### src/rtl/sumador_arbitro.sv
// rtl/sumador_arbitro.sv - two-requester round-robin front end for one shared external 8-bit ripple adder
// Operands are registered onto the adder on accept; the sum is captured after SETTLE_CYC cycles.
module sumador_arbitro #(
    parameter int SETTLE_CYC = 2,
    parameter int PwrC       = 0
) (
    input  logic       clk,
    input  logic       reset,
    input  logic       req0_valid,
    input  logic [7:0] req0_a,
    input  logic [7:0] req0_b,
    input  logic       req0_ci,
    output logic       req0_ready,
    input  logic       req1_valid,
    input  logic [7:0] req1_a,
    input  logic [7:0] req1_b,
    input  logic       req1_ci,
    output logic       req1_ready,
    output logic       rsp_valid,
    output logic       rsp_id,
    output logic [7:0] rsp_s,
    output logic       rsp_co,
    input  logic       rsp_ready,
    output logic [7:0] add_a,
    output logic [7:0] add_b,
    output logic       add_ci,
    input  logic [7:0] add_s,
    input  logic       add_co,
    output logic       busy
);

    typedef enum logic [1:0] {
        IDLE   = 2'd0,
        SETTLE = 2'd1,
        RESP   = 2'd2
    } state_t;

    localparam logic [3:0] CNT_LOAD = 4'(SETTLE_CYC - 1);

    state_t     state_q, state_d;
    logic [3:0] cnt_q, cnt_d;
    logic       last_grant_q, last_grant_d;
    logic       id_q, id_d;
    logic [7:0] add_a_q, add_a_d;
    logic [7:0] add_b_q, add_b_d;
    logic       add_ci_q, add_ci_d;
    logic [7:0] s_q, s_d;
    logic       co_q, co_d;
    logic       grant0, grant1;
    logic       unused_pwr;

    assign unused_pwr = (PwrC != 0);

    // Grant is gated by reset so nothing can be accepted on a reset edge.
    always_comb begin
        grant0 = 1'b0;
        grant1 = 1'b0;
        if (state_q == IDLE && !reset) begin
            if (req0_valid && req1_valid) begin
                grant0 = last_grant_q;
                grant1 = !last_grant_q;
            end else begin
                grant0 = req0_valid;
                grant1 = req1_valid;
            end
        end
    end

    always_ff @(posedge clk) begin
        if (reset) begin
            state_q      <= IDLE;
            cnt_q        <= 4'd0;
            last_grant_q <= 1'b1;
            id_q         <= 1'b0;
            add_a_q      <= 8'd0;
            add_b_q      <= 8'd0;
            add_ci_q     <= 1'b0;
            s_q          <= 8'd0;
            co_q         <= 1'b0;
        end else begin
            state_q      <= state_d;
            cnt_q        <= cnt_d;
            last_grant_q <= last_grant_d;
            id_q         <= id_d;
            add_a_q      <= add_a_d;
            add_b_q      <= add_b_d;
            add_ci_q     <= add_ci_d;
            s_q          <= s_d;
            co_q         <= co_d;
        end
    end

    always_comb begin
        state_d      = state_q;
        cnt_d        = cnt_q;
        last_grant_d = last_grant_q;
        id_d         = id_q;
        add_a_d      = add_a_q;
        add_b_d      = add_b_q;
        add_ci_d     = add_ci_q;
        s_d          = s_q;
        co_d         = co_q;
        unique case (state_q)
            IDLE: begin
                if (grant0 || grant1) begin
                    state_d      = SETTLE;
                    cnt_d        = CNT_LOAD;
                    id_d         = grant1;
                    last_grant_d = grant1;
                    add_a_d      = grant1 ? req1_a  : req0_a;
                    add_b_d      = grant1 ? req1_b  : req0_b;
                    add_ci_d     = grant1 ? req1_ci : req0_ci;
                end
            end
            SETTLE: begin
                if (cnt_q == 4'd0) begin
                    state_d = RESP;
                    s_d     = add_s;
                    co_d    = add_co;
                end else begin
                    cnt_d = cnt_q - 4'd1;
                end
            end
            RESP: begin
                if (rsp_ready) begin
                    state_d = IDLE;
                end
            end
            default: begin
                state_d = IDLE;
            end
        endcase
    end

    always_comb begin
        req0_ready = grant0;
        req1_ready = grant1;
        rsp_valid  = (state_q == RESP);
        busy       = (state_q != IDLE);
    end

    assign rsp_id = id_q;
    assign rsp_s  = s_q;
    assign rsp_co = co_q;
    assign add_a  = add_a_q;
    assign add_b  = add_b_q;
    assign add_ci = add_ci_q;

endmodule

### config.mk
export PLATFORM = sky130hd
export DESIGN_NAME = sumador_arbitro
export DESIGN_NICKNAME = d
export VERILOG_FILES = /design/src/rtl/sumador_arbitro.sv
export SDC_FILE = /design/constraint.sdc
export NUM_CORES = 1
export LEC_CHECK = 0
export CAP_MARGIN = 20
export CORE_MARGIN = 10
export CORE_UTILIZATION = 30
export DETAILED_ROUTE_END_ITERATION = 10
export GPL_TIMING_DRIVEN = 0
export PLACE_DENSITY = 0.63
export SLEW_MARGIN = 0
export SYNTH_ARGS = -nofsm -noshare
export SYNTH_HDL_FRONTEND = slang
export SYNTH_SLANG_ARGS = --single-unit
### constraint.sdc
create_clock -name clk -period 1.5 [get_ports clk]
set_clock_uncertainty 0.1 [all_clocks]
set_input_delay 0.3 -clock clk [delete_from_list [all_inputs] [get_ports clk]]
set_output_delay 0.3 -clock clk [all_outputs]
set_load 0.005 [all_outputs]
==> results of run 1 <==
[registers in the layout (all words and copies together) (netlist names)]
| name | cells |
|---|---|
| add_a | 8 |
| add_b | 8 |
| add_ci | 1 |
| cnt_q | 4 |
| last_grant_q | 1 |
| rsp_co | 1 |
| rsp_id | 1 |
| rsp_s | 8 |
| state_q | 2 |
[routing by layer]
metal,vias up,global-route usage
li1,827,-
met1,795,0.138
met5,-,0
met4,0,0.0354
met3,7,0.0504
met2,39,0.212
[layout by cell type, fill, tap and decap left out, types with 2 or more instances in the layout]
cell type and instances:
bufinv_16 2, nor2_4 2, clkbuf_8 5, dfxtp_2 3, mux2i_2 2, buf_4 17, nor2_2 6, nand2_8 2
clkinv_4 2, a21oi_2 2, dfxtp_1 29, nand2_2 15, buf_8 3, nand2_1 19, buf_2 2, mux2i_1 7
nor3_4 2, dlygate4sd2_1 29, inv_2 2, buf_6 14, buf_12 7, clkdlybuf4s50_1 44, nand2b_1 2, buf_16 2
a311oi_2 17, dfxtp_4 2, nor2_1 23, clkbuf_1 3
[logic make-up after synthesis]
logic type	after synthesis	synth area share
simple gates	81	0.240
xor+xnor	2	0.0106
compound gates	27	0.200
buf+inv	14	0.0661
mux	9	0.0547
fa+ha+maj	2	0.0152
flops	34	0.413
[path summary, 6_finish.rpt]
| path | slack (ns) | to | cells after the start |
|---|---|---|---|
| setup reg to reg | -0.19 | cnt_q[0] | 6 |
| setup / recovery | -0.21 | req1_ready | 6 |
| hold / removal | 0.13 | cnt_q[1] | 2 |
| hold reg to reg | 0.39 | rsp_id | 2 |
[critical path: stages, from the launching register on]
cell and delay (ns):
dfxtp_4 0.36, nor3_4 0.20, buf_6 0.13, nand3_4 0.09, clkinv_4 0.06, buf_6 0.10
buf_6 0.09
[repair_timing]
item,in CTS,in global routing
resized for setup,86,33
buffers inserted,19,14
gates cloned,4,1
setup endpoints to repair,61,37
pin swaps,20,5
[metrics by stage]
step	setup TNS (ns)	std cells	util	hold WS [ns]
floorplan	0	169	-	0.344
global placement	-12.29	316	0.481	0.367
detailed placement	-12.49	316	0.481	0.379
CTS	-1.44	345	0.573	0.116
global route	-5.03	359	0.620	0.117
finish	-2.87	359	0.620	0.134
[report_power, final]
part	total [mW]	internal (mW)	switching [mW]	leakage (nW)
registers	1.02	0.979	0.0448	0.282
logic	0.948	0.557	0.391	1.04
clock network	1.03	0.666	0.364	0.0683
total	3.00	2.20	0.800	1.39
[final cells by class]
class	count	area, sq um	share of cell area
timing repair buffer	113	1160	0.360
multi-input combinational	122	1030	0.318
sequential	34	692	0.215
buffer	9	104	0.0322
tap	70	87.6	0.0272
clock buffer	5	68.8	0.0213
clock inverter	3	68.8	0.0213
inverter	3	16.3	0.00504
==> metrics.cfg, run 1 <==
[layout]
drive_gt1_frac=0.419
insertedDiodeCount=0
fillers=433
fin_nets=338
design_area_sq_mm=0.00323
area_growth_pct=95.7

[worst_setup_path]
cp-end-kind=output pin
reg2reg_from=state_q[1]
critPathKind=register to output pin
critPathLaunchType=register
worstPathArrival_ns=1.31
startpoint=state_q[1]
cp.required_ns=1.10
path_max_fanout=3

[sta]
min_period_ns=1.71
layout_setup_ws_ns=-0.212
relSlewSlack=0.507
hold_violations=0
fmax_mhz=584
setup_violations=32
finalMaxSlewViolations=0
fin_crit_sh=1.14
rsz0062_at_grt=true
worst_pin_slew_ns=0.739

[pwr]
power_density_mw_per_mm2=931
vdd_drop_max_v=0.000556
p_total_mw=3.00
leakagePower_nw=1.39

[clock_network]
cts-root-buf=clkbuf_8
cts-htree-levels=2
cts_hold_buf=0
cts_made_buffers=5
clock_latency_ns=0.29
clkTransAtPathRegs_ns=0.07
clkSinkCount=34
clockBufferDepth=2
cts_tree=yes

[synthesis]
avgSynthCellArea_sq_um=9.75
synthArstFlopShare=0
synth.cell_area_sq_mm=0.00165
yosysMostFrequentCell=dfxtp_1
syn_inst=169
ys_top_cells_by_area=dfxtp_1 (41%), a311oi_2 (15%), nor2_1 (6.8%)
syn_nets=219
synth_common_cells=dfxtp_1 (34), nor2_1 (30), nand2_1 (25)
ys_ff_latch=34
yosysTopAreaCell=dfxtp_1
synth_top_area_frac=0.413
synthFlopType=dfxtp_1
synth_edf_count=0
ys_warn_count=0
synth.distinct_cells=36
ys_seq_area_frac=0.413

[hold_path]
holdCritPathClass=input port to register
hp-start=reset

[floorplan]
core_sq_mm=0.00520
pin_count=79
die_y_um=94.1
die-area_sq_mm=0.00886
row_count=26
start_util=0.317
fp.dieW_um=94.1

[drt]
maxUsedRoutingLayer=met4
avgRoutedWirePerCell_um=16.4
wl_met1_mm=2.33
routed_wl_mm=5.89
final_antenna_net_count=0
wl_met2_mm=3.14
drtIter0Drc=49
via_count=1668
wl_met3_um=330
first_pass_iters=4
drc=0
viasPerCell=4.65

[grt]
antenna_found_initial=0
grt_overflow=0
grt_max_degree=18
grt_pass1_wl_mm=8.69
grt_pass1_vias=1663
grt.total_usage=0.124

[placement]
globalplace.congestion=0.789
place_area_sq_mm=0.00251
pre_cts_ws_ns=-0.741
port_buffers=77
dpl.hpwl_mm=3.78

[status]
outcome=complete, but fails checks
violations=negative setup slack

[job]
maxCapViolCount=0

No activity file was read; power rests on OpenSTA's default activity.
==> inputs of run 2 (changes only) <==
- SLEW_MARGIN: 0 -> 5
==> results of run 2 <==
Same layout as run 1: the final DEF is identical, and so are final timing and power.
==> inputs of run 3 (changes only) <==
- CTS_BUF_LIST: not set -> sky130_fd_sc_hd__clkbuf_8
==> results of run 3 <==
Same layout as run 1: the final DEF is identical, and so are final timing and power.
